--- src/rtl/bisr_pkg.sv ---
// bisr_pkg: shared definitions for the built-in self-repair controller.
//   - one-hot FSM state encoding (8 states)
//   - BIST mode constants driven onto BIST_MODE
//   - repair address geometry: 16 bits = {bank[5:0], row[9:0]}
//   - helpers mapping a state to the BIST enable / mode it drives
package bisr_pkg;

    localparam int ADDR_W = 16;
    localparam int BANK_W = 6;
    localparam int ROW_W  = 10;

    typedef struct packed {
        logic [BANK_W-1:0] bank;
        logic [ROW_W-1:0]  row;
    } rep_addr_t;

    localparam logic [2:0] MODE_OFF  = 3'b000;
    localparam logic [2:0] MODE_LFSR = 3'b001;
    localparam logic [2:0] MODE_GRAY = 3'b010;
    localparam logic [2:0] MODE_BIN  = 3'b100;

    typedef enum logic [7:0] {
        S_IDLE       = 8'h01,
        S_RUN_LFSR   = 8'h02,
        S_DRAIN_LFSR = 8'h04,
        S_RUN_GRAY   = 8'h08,
        S_DRAIN_GRAY = 8'h10,
        S_RUN_BIN    = 8'h20,
        S_DRAIN_BIN  = 8'h40,
        S_DONE       = 8'h80
    } state_e;

    // Drain states keep the mode of their run state so the BIST mux is
    // stable while the last compare retires.
    function automatic logic [2:0] mode_of(state_e s);
        case (s)
            S_RUN_LFSR, S_DRAIN_LFSR: mode_of = MODE_LFSR;
            S_RUN_GRAY, S_DRAIN_GRAY: mode_of = MODE_GRAY;
            S_RUN_BIN,  S_DRAIN_BIN:  mode_of = MODE_BIN;
            default:                  mode_of = MODE_OFF;
        endcase
    endfunction

    function automatic logic is_run(state_e s);
        is_run = (s == S_RUN_LFSR) || (s == S_RUN_GRAY) || (s == S_RUN_BIN);
    endfunction

endpackage

--- src/rtl/bisr_repair_cam.sv ---
// bisr_repair_cam: deduplicating repair table (CAM) of SPARE_NUM entries.
// Ports:
//   CLK, RSTN            clock, async active-low reset
//   clr_i                clear all entries, count and overflow
//   cap_vld_i/cap_addr_i capture port: failing address to insert
//   lkp_addr_i           lookup port address
//   lkp_hit_o/lkp_idx_o  lookup result (lowest matching index, 0 on miss)
//   cnt_o                number of valid entries
//   ovf_o                sticky: unique address seen while full
module bisr_repair_cam
    import bisr_pkg::*;
#(
    parameter int SPARE_NUM = 8,
    parameter int IDX_W     = 3
) (
    input  logic              CLK,
    input  logic              RSTN,
    input  logic              clr_i,
    input  logic              cap_vld_i,
    input  logic [ADDR_W-1:0] cap_addr_i,
    input  logic [ADDR_W-1:0] lkp_addr_i,
    output logic              lkp_hit_o,
    output logic [IDX_W-1:0]  lkp_idx_o,
    output logic [IDX_W:0]    cnt_o,
    output logic              ovf_o
);

    logic [ADDR_W-1:0]    entry_q [SPARE_NUM];
    logic [SPARE_NUM-1:0] vld_q;
    logic [IDX_W:0]       cnt_q;
    logic                 ovf_q;
    logic [SPARE_NUM-1:0] cap_match, lkp_match;
    logic                 full, ins;

    always_comb begin
        cap_match = '0;
        lkp_match = '0;
        for (int i = 0; i < SPARE_NUM; i++) begin
            cap_match[i] = vld_q[i] && (entry_q[i] == cap_addr_i);
            lkp_match[i] = vld_q[i] && (entry_q[i] == lkp_addr_i);
        end
    end

    assign full = (cnt_q == (IDX_W+1)'(SPARE_NUM));
    assign ins  = cap_vld_i && !(|cap_match) && !full;

    // Descending scan so the lowest matching index wins.
    always_comb begin
        lkp_idx_o = '0;
        for (int i = SPARE_NUM-1; i >= 0; i--) begin
            if (lkp_match[i]) lkp_idx_o = IDX_W'(i);
        end
    end
    assign lkp_hit_o = |lkp_match;

    // Address storage needs no reset; validity is tracked in vld_q.
    always_ff @(posedge CLK) begin
        for (int i = 0; i < SPARE_NUM; i++) begin
            if (ins && (cnt_q == (IDX_W+1)'(i))) entry_q[i] <= cap_addr_i;
        end
    end

    always_ff @(posedge CLK or negedge RSTN) begin
        if (!RSTN) begin
            vld_q <= '0;
            cnt_q <= '0;
            ovf_q <= 1'b0;
        end else if (clr_i) begin
            vld_q <= '0;
            cnt_q <= '0;
            ovf_q <= 1'b0;
        end else if (ins) begin
            for (int i = 0; i < SPARE_NUM; i++) begin
                if (cnt_q == (IDX_W+1)'(i)) vld_q[i] <= 1'b1;
            end
            cnt_q <= cnt_q + 1'b1;
        end else if (cap_vld_i && !(|cap_match)) begin
            ovf_q <= 1'b1;
        end
    end

    assign cnt_o = cnt_q;
    assign ovf_o = ovf_q;

endmodule

--- src/rtl/bisr_repair_ctrl.sv ---
// bisr_repair_ctrl: BISR controller around the 64-bank memory BIST engine.
// Steps BIST through LFSR, Gray and binary modes (each followed by a drain
// gap), captures failing addresses into a dedup repair table, and remaps
// functional accesses to spare indices once DONE.
// Ports:
//   CLK, RSTN                 clock, async active-low reset
//   START                     run request pulse (accepted in IDLE/DONE)
//   BIST_EN, BIST_MODE        registered controls to the BIST engine
//   BIST_PASS, NEED_REPAIR_ADDR  BIST mismatch flag and failing address
//   FUNC_ADDR                 functional access address
//   REMAP_HIT, REMAP_IDX      remap result (valid only in DONE)
//   BUSY, DONE                run status
//   REPAIR_OVF, REPAIR_CNT    table overflow (sticky) and entry count
//   FAIL_CNT                  saturating fail-event count, only when the
//                             BISR_FAIL_CNT_EN macro is defined
module bisr_repair_ctrl
    import bisr_pkg::*;
#(
    parameter int CYCLES_PER_MODE = 262144,
    parameter int DRAIN_CYCLES    = 4,
    parameter int SPARE_NUM       = 8,
    parameter int IDX_W           = 3
) (
    input  logic              CLK,
    input  logic              RSTN,
    input  logic              START,
    output logic              BIST_EN,
    output logic [2:0]        BIST_MODE,
    input  logic              BIST_PASS,
    input  logic [ADDR_W-1:0] NEED_REPAIR_ADDR,
    input  logic [ADDR_W-1:0] FUNC_ADDR,
    output logic              REMAP_HIT,
    output logic [IDX_W-1:0]  REMAP_IDX,
    output logic              BUSY,
    output logic              DONE,
    output logic              REPAIR_OVF,
`ifdef BISR_FAIL_CNT_EN
    output logic [15:0]       FAIL_CNT,
`endif
    output logic [IDX_W:0]    REPAIR_CNT
);

    localparam int CNT_MAX = (CYCLES_PER_MODE > DRAIN_CYCLES) ? CYCLES_PER_MODE : DRAIN_CYCLES;
    localparam int CNT_W   = $clog2(CNT_MAX + 1);
    localparam logic [CNT_W-1:0] RUN_LAST   = CNT_W'(CYCLES_PER_MODE - 1);
    localparam logic [CNT_W-1:0] DRAIN_LAST = CNT_W'(DRAIN_CYCLES - 1);

    state_e           state_q, state_d;
    logic [CNT_W-1:0] cnt_q, cnt_d;
    logic             bist_en_q;
    logic [2:0]       bist_mode_q;
    logic             clr, cap_vld, lkp_hit;
    logic [IDX_W-1:0] lkp_idx;

    always_comb begin
        state_d = state_q;
        cnt_d   = cnt_q + 1'b1;
        clr     = 1'b0;
        case (state_q)
            S_IDLE, S_DONE: begin
                cnt_d = '0;
                if (START) begin
                    state_d = S_RUN_LFSR;
                    clr     = 1'b1;
                end
            end
            S_RUN_LFSR:   if (cnt_q == RUN_LAST)   begin state_d = S_DRAIN_LFSR; cnt_d = '0; end
            S_DRAIN_LFSR: if (cnt_q == DRAIN_LAST) begin state_d = S_RUN_GRAY;   cnt_d = '0; end
            S_RUN_GRAY:   if (cnt_q == RUN_LAST)   begin state_d = S_DRAIN_GRAY; cnt_d = '0; end
            S_DRAIN_GRAY: if (cnt_q == DRAIN_LAST) begin state_d = S_RUN_BIN;    cnt_d = '0; end
            S_RUN_BIN:    if (cnt_q == RUN_LAST)   begin state_d = S_DRAIN_BIN;  cnt_d = '0; end
            S_DRAIN_BIN:  if (cnt_q == DRAIN_LAST) begin state_d = S_DONE;       cnt_d = '0; end
            default: begin
                state_d = S_IDLE;
                cnt_d   = '0;
            end
        endcase
    end

    // BIST controls are registered from the next state so they flip on
    // the same edge as the state itself.
    always_ff @(posedge CLK or negedge RSTN) begin
        if (!RSTN) begin
            state_q     <= S_IDLE;
            cnt_q       <= '0;
            bist_en_q   <= 1'b0;
            bist_mode_q <= MODE_OFF;
        end else begin
            state_q     <= state_d;
            cnt_q       <= cnt_d;
            bist_en_q   <= is_run(state_d);
            bist_mode_q <= mode_of(state_d);
        end
    end

    assign BIST_EN   = bist_en_q;
    assign BIST_MODE = bist_mode_q;
    assign DONE      = (state_q == S_DONE);
    assign BUSY      = (state_q != S_IDLE) && (state_q != S_DONE);
    assign cap_vld   = BIST_PASS && BUSY;

    bisr_repair_cam #(
        .SPARE_NUM (SPARE_NUM),
        .IDX_W     (IDX_W)
    ) u_cam (
        .CLK        (CLK),
        .RSTN       (RSTN),
        .clr_i      (clr),
        .cap_vld_i  (cap_vld),
        .cap_addr_i (NEED_REPAIR_ADDR),
        .lkp_addr_i (FUNC_ADDR),
        .lkp_hit_o  (lkp_hit),
        .lkp_idx_o  (lkp_idx),
        .cnt_o      (REPAIR_CNT),
        .ovf_o      (REPAIR_OVF)
    );

    // The table is only trusted once the run has finished.
    assign REMAP_HIT = DONE && lkp_hit;
    assign REMAP_IDX = REMAP_HIT ? lkp_idx : '0;

`ifdef BISR_FAIL_CNT_EN
    logic [15:0] fail_cnt_q;
    always_ff @(posedge CLK or negedge RSTN) begin
        if (!RSTN)                                 fail_cnt_q <= '0;
        else if (clr)                              fail_cnt_q <= '0;
        else if (cap_vld && fail_cnt_q != 16'hFFFF) fail_cnt_q <= fail_cnt_q + 16'd1;
    end
    assign FAIL_CNT = fail_cnt_q;
`endif

endmodule
--- config.mk ---
export PLATFORM = sky130hd
export DESIGN_NAME = bisr_repair_ctrl
export DESIGN_NICKNAME = d
export VERILOG_FILES = /design/src/rtl/bisr_pkg.sv /design/src/rtl/bisr_repair_cam.sv /design/src/rtl/bisr_repair_ctrl.sv
export SDC_FILE = /design/constraint.sdc
export NUM_CORES = 1
export LEC_CHECK = 0
export CORE_MARGIN = 5
export CORE_UTILIZATION = 55
export DETAILED_ROUTE_END_ITERATION = 16
export PLACE_DENSITY = 0.74
export RECOVER_POWER = 25
export SYNTH_ARGS = -nofsm -noshare
export SYNTH_HDL_FRONTEND = slang
export SYNTH_SLANG_ARGS = --single-unit
--- constraint.sdc ---
create_clock -name CLK -period 3.1 [get_ports CLK]
set_input_delay 0.62 -clock CLK [delete_from_list [all_inputs] [get_ports CLK]]
set_output_delay 0.62 -clock CLK [all_outputs]
set_load 0.02 [all_outputs]
-- Word-level counts from Yosys, hierarchy flattened
Memories as Yosys holds them, arrays and structs flattened.
Index checks and enable logic that the tools add are counted.
Widths: inputs -> output; s select.
- memories kept: 1
- register bits: 44
- memory bits (writable): 128
- output and inout port bits: 15
- multiplexer cells: 75
- add/subtract/negate cells: 2
- eq/ne operators: 43
- reduce and logical (&&, ||, !) cells: 68
- memories (name ; words ; width ; read ports ; clocked after memory_dff ; write ports ; RTL line ; text):
    u_cam.entry_q ; 8 ; 16 ; 8 ; 0 ; 1 ; bisr_repair_cam.sv:28 ; logic [ADDR_W-1:0] entry_q [SPARE_NUM];
- operators by type and width (cell ; count):
    $eq 16x16->1 ; 16
    $mux 16 ; 7
    $reduce_or 16->1 ; 7
    $mux 8 ; 9
    $pmux 8 s7 ; 1
    $mux 3 ; 16
    $mux 19 ; 2
    $pmux 19 s2 ; 1
    $mux 1 ; 36
    $logic_and 1x1->1 ; 29
    $reduce_bool 2->1 ; 10
    $add 19x1->19 const B ; 1
    $eq 19x18->1 const B ; 1
    $eq 19x2->1 const B ; 1
    $reduce_and 2->1 ; 9
    $eq 4x3->1 const B ; 4
    $eq 8x2->1 const B ; 2
    $eq 8x3->1 const B ; 2
    $eq 8x4->1 const B ; 2
    $eq 8x5->1 const B ; 2
    $eq 8x6->1 const B ; 2
    $eq 8x7->1 const B ; 2
    $reduce_or 8->1 ; 2
    $pmux 3 s3 ; 1
    15 further kinds ; 23

-- Depth between registers and ports, before layout
Gate-level depths: netlist (run 1).
- word-level depth: 17
- depth in mapped cells: 9

-- By module
A second synthesis (run 1) with hierarchy kept.
- cells, all modules: 784
- area total of the unflattened synthesis: 9445.3 um^2
- modules (own cells, without submodules) (module ; cells an instance ; instances ; area each (um^2)):
    bisr_repair_cam ; 606 ; 1 ; 7741.2
    bisr_repair_ctrl ; 178 ; 1 ; 1704.1

-- Worst setup path before layout (run 1)
Ideal clock, no wire load.
- kind: input-to-output
- start: input FUNC_ADDR[15]
- end: output REMAP_IDX[0]
- required time: 2480 ps
- path buffers: 1
- arrival: 2466 ps
- stages on the path: 8
- setup slack: 14 ps
- cell sequence: buf_2 xor2_1 nor4_1 nand4_1 nor4_2 o21ba_2 o22ai_1 a221oi_1
- longest elaborated chain between the ends: 11
- elaborated cells on any way between the ends: 27
- those cells by class: eq/ne (8); mux (9); reduce/logical (10)
- RTL lines (item ; RTL line ; text):
    start: declaration ; bisr_repair_ctrl.sv:31 ; input logic [ADDR_W-1:0] FUNC_ADDR,
    $eq 16x16->1 ; bisr_repair_cam.sv:40 ; lkp_match[i] = vld_q[i] && (entry_q[i] == lkp_addr_i);
    $logic_and 1x1->1 ; bisr_repair_cam.sv:40 ;
    $mux 3 (8 in series) ; bisr_repair_cam.sv:51 ; if (lkp_match[i]) lkp_idx_o = IDX_W'(i);
    $mux 3 * ; bisr_repair_ctrl.sv:120 ; assign REMAP_IDX = REMAP_HIT ? lkp_idx : '0;
    end: declaration ; bisr_repair_ctrl.sv:33 ; output logic [IDX_W-1:0] REMAP_IDX,
Every way passes the cells marked *; elsewhere a longest branch is shown, timed or not.

-- Worst setup path in the final report (run 1)
- start: input FUNC_ADDR[12]
- end: output REMAP_IDX[0]
Same word-level chain as after synthesis.

==> results of run 1 <==
==> kinds of logic after synthesis <==
| family | count (synthesis) | synth area share |
|---|---|---|
| buf+inv | 48 | 0.0294 |
| simple gates | 225 | 0.139 |
| xor+xnor | 275 | 0.257 |
| mux | 5 | 0.00548 |
| fa+ha+maj | 5 | 0.00669 |
| flops | 172 | 0.529 |
| compound gates | 41 | 0.0332 |
==> critical path, cell delays in order <==
cell,delay (ps)
sky130_fd_sc_hd__dlygate4sd2_1,260
sky130_fd_sc_hd__buf_12,160
sky130_fd_sc_hd__buf_4,150
sky130_fd_sc_hd__xor2_1,160
sky130_fd_sc_hd__nor4_2,290
sky130_fd_sc_hd__nand4_1,240
sky130_fd_sc_hd__o22ai_2,270
sky130_fd_sc_hd__o21ai_2,100
sky130_fd_sc_hd__a221oi_2,320
sky130_fd_sc_hd__buf_4,170
sky130_fd_sc_hd__buf_6,110
==> power by group <==
group / internal [W] / switching (W) / total, W
sequential: 0.00275 / 0.000242 / 0.00299
combinational: 0.000728 / 0.000831 / 0.00156
clock: 0.00115 / 0.00100 / 0.00215
total: 0.00463 / 0.00207 / 0.00670
==> cell type report <==
type	count	area, µm²
Clock buffer	19	475
Clock inverter	13	115
Fill cell	965	3800
Inverter	8	30.0
Multi-Input combinational cell	551	4470
Sequential cell	172	4950
Tap cell	220	275
Timing Repair Buffer	270	2520
==> flip-flops by register name, indices dropped and copies added, names as in the netlist <==
name and count:
u_cam.entry_q 128, cnt_q 19, state_q 8, u_cam.vld_q 8, u_cam.cnt_o 4, BIST_MODE 3, BIST_EN 1, u_cam.ovf_o 1
==> worst max path at each step <==
stage | start | end | depth (start not counted)
6_report | FUNC_ADDR[12] | REMAP_IDX[0] | 11
5_1_grt | FUNC_ADDR[9] | REMAP_IDX[0] | 12
4_1_cts | u_cam.entry_q[1][50] | REMAP_IDX[0] | 9
3_5_place_dp | FUNC_ADDR[4] | REMAP_IDX[0] | 11
3_3_place_gp | FUNC_ADDR[4] | REMAP_IDX[0] | 11
2_1_floorplan | FUNC_ADDR[15] | REMAP_IDX[0] | 8
==> layer usage <==
layer	part of all wire	track usage	wire (µm)	up-vias
met4	0.060	0.146	1790	0
met5	0	0	0	-
met3	0.086	0.0552	2540	133
met1	0.38	0.380	11300	3784
met2	0.47	0.482	14000	493
li1	-	-	-	3269
==> layout by cell type, fill, tap and decap left out, types with 7 or more instances in the layout <==
cell and instances:
sky130_fd_sc_hd__nor2_1 37, sky130_fd_sc_hd__xor2_1 191, sky130_fd_sc_hd__dfrtp_1 43, sky130_fd_sc_hd__nand4_1 28, sky130_fd_sc_hd__nor4_1 39, sky130_fd_sc_hd__buf_4 168, sky130_fd_sc_hd__clkbuf_16 19, sky130_fd_sc_hd__a32o_1 10
sky130_fd_sc_hd__buf_12 29, sky130_fd_sc_hd__xnor2_1 71, sky130_fd_sc_hd__buf_6 21, sky130_fd_sc_hd__clkdlybuf4s50_1 14, sky130_fd_sc_hd__dlygate4sd3_1 15, sky130_fd_sc_hd__inv_6 7, sky130_fd_sc_hd__nand3_1 15, sky130_fd_sc_hd__and3_1 12
sky130_fd_sc_hd__inv_1 8, sky130_fd_sc_hd__nor3_1 15, sky130_fd_sc_hd__nor4_2 11, sky130_fd_sc_hd__edfxtp_1 128, sky130_fd_sc_hd__nand2_1 28
==> per-stage QoR <==
stage                     setup TNS (ps)  std cells
after floorplan                        0        771
after global placement            -49230       1198
after detailed placement          -49030       1198
after CTS                           -436       1247
after global routing              -20510       1253
final                             -12890       1253
==> timing repair <==
item	in CTS	in global routing
pin swaps	38	14
endpoints found under the hold margin	0	0
setup endpoints to repair	4	133
resized for setup	125	20
buffers inserted	18	6
==> results.cfg, run 1 <==
[clock_tree]
tritoncts_num_sinks = 172
clkSlewWorstSetupHoldPaths_ps = 70
clockRootBuffer = sky130_fd_sc_hd__clkbuf_16
buffer_depth_of_the_longest_clock_path = 2
clock_tree.htree_level_count = 4
insertion_delay_to_the_later_sink_of_the_worst_skew_pair_ps = 440
postCtsHoldBufs = 0
cts_buffers = 17
cts_tree = yes

[floorplan]
die_area_um2 = 19700
fp.dieH_um = 140
core_region_um2 = 16600
rows = 47
die_w_um = 140
initial_utilization = 0.562
floorplan.io_pins = 51

[global_route]
antenna_found_initial = 0
grt_pass1_vias = 7729
global_route_wire_length_before_repair_mm = 44.3
track_usage = 0.296
grt.overflow.total = 0
grt_start_max_net_pins = 45

[power_and_ir_drop]
total_power_w = 0.00670
max-vdd-ir-drop_uv = 476
p_per_area_nw_per_um2 = 522
power_leakage_nw = 5.03

[timing]
timing.clock.skew_ps = 14.0
period_share = 1.12
fin_hold_viols = 0
tightestPinTransition_ps = 2320
setup_viol = 132
final-max-slew-violation-count = 45
timing.hold.ws_ps = 502
achievable-frequency_mhz = 287
min_period_ps = 3480
rsz0062_at_grt = true
maxSlewHeadroom = -0.543
final.setup.worst_slack_ps = -383

[yosys]
yosys.cell_types.count = 57
top_count_cell_post_synth = sky130_fd_sc_hd__xor2_1
cells_after_synthesis = 771
asyncSetResetFlopFracSynth = 0.256
dominantRegCellSynth = sky130_fd_sc_hd__edfxtp_1
synth.top_cell.area_share = 0.411
yosysTopAreaCell = sky130_fd_sc_hd__edfxtp_1
syn-num-nets = 812
synth_sequential_area_ratio = 0.529
yosysWarnings = 0
synth_area_per_cell_um2 = 12.1
netlist_area_um2 = 9360
postSynthRegisterBits = 172
post_synth_most_frequent_cells = 198 x sky130_fd_sc_hd__xor2_1, 128 x sky130_fd_sc_hd__edfxtp_1, 77 x sky130_fd_sc_hd__xnor2_1, 51 x sky130_fd_sc_hd__nor4_1, 43 x sky130_fd_sc_hd__dfrtp_1
synth.top_cells.by_area = sky130_fd_sc_hd__edfxtp_1 41%, sky130_fd_sc_hd__xor2_1 19%, sky130_fd_sc_hd__dfrtp_1 12%
synth_enable_flop_cells = 128

[setup_path]
critPathRequiredTime_ps = 2480
type_of_the_setup_path_with_the_least_slack = input pin to output pin
worst-r2r-setup-slack_ps = 370
worstReg2RegStart = u_cam.entry_q[1][35]
reg2regPathDepth = 10
critical_path_endpoint_category = output pin
rr_endpoint = u_cam.entry_q[1][55]
critical_path.max_fanout = 7
critPathLaunchType = input pin
timing.critical_path.arrival_ps = 2860

[finish]
synth_to_final_area_change_pct = 37.2
design_area_um2 = 12800
final_layout_size_suffix_gt1_frac = 0.310
number_of_nets_in_the_finished_design = 1061
final_core_utilization = 0.771
antenna-diode-count = 0

[route]
detail_route.wirelength_mm = 29.6
drt_pass1_iterations = 5
post_drt_via_cell_ratio = 6.13
ant_nets = 0
drt_iter0_markers = 853
number_of_vias_after_detailed_routing = 7679
route.detailed.wl_per_inst_um = 23.6
drc = 0

[min_path]
hold_path_class = flop to flop
hold_path.startpoint = u_cam.ovf_o
timing.hold.worst_endpoint = u_cam.ovf_o
worst_hold_path.num_cells = 1

[placement]
post_placement_worst_setup_slack_ps = -1320
gp_routability_congestion = 1.07
io_buffer_count = 50
place_area_um2 = 11700
post-dp-hpwl_mm = 20.3

[status]
violations = max-capacitance violations, max-slew violations, negative setup slack
run_status = finished, violations left

[run]
max-cap-violations = 1
No activity file was read; power rests on OpenSTA's default activity.
==> run 2: changes to the inputs <==
--- a/config.mk
+++ b/config.mk
@@ -6,9 +6,9 @@
 export NUM_CORES = 1
 export LEC_CHECK = 0
 export CORE_MARGIN = 5
-export CORE_UTILIZATION = 55
+export CORE_UTILIZATION = 60
 export DETAILED_ROUTE_END_ITERATION = 16
-export PLACE_DENSITY = 0.74
+export PLACE_DENSITY = 0.8
 export RECOVER_POWER = 25
 export SYNTH_ARGS = -nofsm -noshare
 export SYNTH_HDL_FRONTEND = slang
==> constraint.sdc (replaced) <==
create_clock -name CLK -period 3.1 [get_ports CLK]
set_input_delay 0.62 -clock CLK [delete_from_list [all_inputs] [get_ports CLK]]
set_output_delay 0.62 -clock CLK [all_outputs]
set_load 0.01 [all_outputs]
==> run 2 against run 1 <==
  * Sequential share of layout area up 0.72 points
  * Maximum frequency up 0.60%
  * Via count down 1.9%
  * Hold slack worse by 5.0 ps
  * Cell count down 1.2%
  * The flow still finishes with violations (max-capacitance violations, max-slew violations, negative setup slack)
  * Combinational power about the same
  * Flip-flop and latch count unchanged
==> results.cfg, run 2 (synthesis results as in run 1) <==
[setup_path]
critPathLaunchType = flop
timing.critical_path.slowest_cell_delay_ps = 510
critPathRequiredTime_ps = 2480
timing.critical_path.arrival_ps = 2840
critical_path.cell_chain = xor2_2, nor4_2, nand4_1, nor4_4, buf_4, o31ai_4, a221oi_2, buf_6
critical_path.max_fanout = 3
type_of_the_setup_path_with_the_least_slack = flop to output pin
cp.depth = 8
critical_path_endpoint_category = output pin
reg2regPathDepth = 9
critical_path.n_buffers_inverters = 2
master_of_the_slowest_instance_on_the_critical_path = sky130_fd_sc_hd__edfxtp_1
critPathTopFamily = simple AND/OR/NAND/NOR gates

[power_and_ir_drop]
p_per_area_nw_per_um2 = 530
net-switching-power_w = 0.00202
power_report.internal_total_w = 0.00466
power.share.combinational = 0.229
power.share.clock = 0.322
power_leakage_nw = 4.95
max-vdd-ir-drop_uv = 417
pwr-share-seq = 0.448
power_switching_share = 0.302
total_power_w = 0.00668

[finish]
fillCellCount = 853
number_of_nets_in_the_finished_design = 1055
synth_to_final_area_change_pct = 34.7
final_layout_size_suffix_gt1_frac = 0.302
largestRegisters = u_cam.entry_q (128), cnt_q (19)
seqCellArea_um2 = 4950
largest_register = u_cam.entry_q
largest_reg_flops = 128
antenna-diode-count = 0
layout_commonest_cell = sky130_fd_sc_hd__xor2_1
multiInputGateArea_um2 = 4450
layout.cells.most_common_list = 190 x sky130_fd_sc_hd__xor2_1, 177 x sky130_fd_sc_hd__buf_4, 128 x sky130_fd_sc_hd__edfxtp_1

[global_route]
grtUsageMet2 = 0.521
grt_pass1_vias = 7690
antenna_found_initial = 0
grt_start_max_net_pins = 45
global_route_wire_length_before_repair_mm = 44.4
track_usage = 0.329
grt_use_met3 = 0.0659
grt.overflow.total = 0
global_route_track_usage_on_met1 = 0.437
grt.busiest_layer = met2

[floorplan]
fp.dieH_um = 135
initial_utilization = 0.613
core_region_um2 = 15300
die_area_um2 = 18200
die_w_um = 135
rows = 45
floorplan.io_pins = 51

[clock_tree]
clock_tree.htree_level_count = 4
insertion_delay_to_the_later_sink_of_the_worst_skew_pair_ps = 440
cts_buffers = 17
clockRootBuffer = sky130_fd_sc_hd__clkbuf_16
buffer_depth_of_the_longest_clock_path = 2
cts_tree = yes
clkSlewWorstSetupHoldPaths_ps = 70
tritoncts_num_sinks = 172

[timing]
setup_viol = 135
period_share = 1.12
maxSlewHeadroom = -0.503
final-max-slew-violation-count = 45
tightestPinTransition_ps = 2250
timing.hold.ws_ps = 497
achievable-frequency_mhz = 289
timing.clock.skew_ps = 13.9
rsz0062_at_grt = true
final.setup.worst_slack_ps = -362
fin_hold_viols = 0
min_period_ps = 3460

[route]
post_drt_via_cell_ratio = 6.08
number_of_vias_after_detailed_routing = 7532
detail_route.wirelength_mm = 30.1
drc = 0
route.detailed.wl_per_inst_um = 24.3
drt_pass1_iterations = 5
ant_nets = 0
drt_iter0_markers = 835

[placement]
io_buffer_count = 50
gp_routability_congestion = 0.978
post-dp-hpwl_mm = 20.5

[min_path]
hold_path_class = flop to flop
worst_hold_path.num_cells = 1

[status]
violations = max-capacitance violations, max-slew violations, negative setup slack
run_status = finished, violations left

[run]
max-cap-violations = 1
run 2: cell count changes in the layout (fill, tap and decap cells not counted), sizes merged, moves of 2 or more:
cell | before | now
clkbuf | 28 | 33
clkdlybuf4s15 | 3 | 5
inv | 17 | 15
buf | 225 | 217
dlygate4sd2 | 4 | 1
run 2: per-stage QoR:
stage / TNS [ps] / utilization / cell area [µm²] / cells / setup slack [ps]
3_3_place_gp: -49620 / 0.760 / 11600 / 1186 / -1150
4_1_cts: -500 / 0.819 / 12500 / 1231 / -170
2_1_floorplan: 0 / - / 9360 / 771 / 223
6_report: -18700 / 0.826 / 12600 / 1238 / -362
3_5_place_dp: -57830 / 0.760 / 11600 / 1186 / -1190
5_1_grt: -29660 / 0.826 / 12600 / 1238 / -402
run 2: layer usage:
layer  share of wire  vias up
met3           0.098      133
met4           0.061        0
met5               0        -
met2            0.47      506
met1            0.37     3645
li1                -     3248
run 2: repair_timing:
item                       CTS  global route
gates resized for setup    116            18
gates cloned                 0             1
hold endpoints to repair     0             0
pin swaps                   29            10
setup buffers               14             6
hold buffers                 0             0
setup endpoints to repair   45           132
run 2: final timing paths:
check                                startpoint                    to  slack (ps)
min                                 u_cam.ovf_o           u_cam.ovf_o         500
max reg2reg                u_cam.entry_q[0][56]  u_cam.entry_q[1][42]         300
min reg2reg                         u_cam.ovf_o           u_cam.ovf_o         500
max in group asynchronous                  RSTN              cnt_q[1]         970
max                        u_cam.entry_q[1][13]          REMAP_IDX[0]        -360
min in group asynchronous                  RSTN          BIST_MODE[1]         860
run 2: area by class of cell:
class / instances / area share
Clock inverter: 10 / 0.00566
Tap cell: 211 / 0.0210
Inverter: 8 / 0.00238
Clock buffer: 22 / 0.0411
Multi-Input combinational cell: 552 / 0.353
Timing Repair Buffer: 263 / 0.184
Sequential cell: 172 / 0.393
run 2: power by group through the flow:
stage | registers [W] | clock network (W) | logic, W
2_1_floorplan | 0.00297 | 0 | 0.000681
3_3_place_gp | 0.00301 | 0 | 0.00138
3_5_place_dp | 0.00301 | 0 | 0.00142
4_1_cts | 0.00297 | 0.00216 | 0.00148
5_1_grt | 0.00301 | 0.00227 | 0.00162
6_report | 0.00300 | 0.00215 | 0.00153
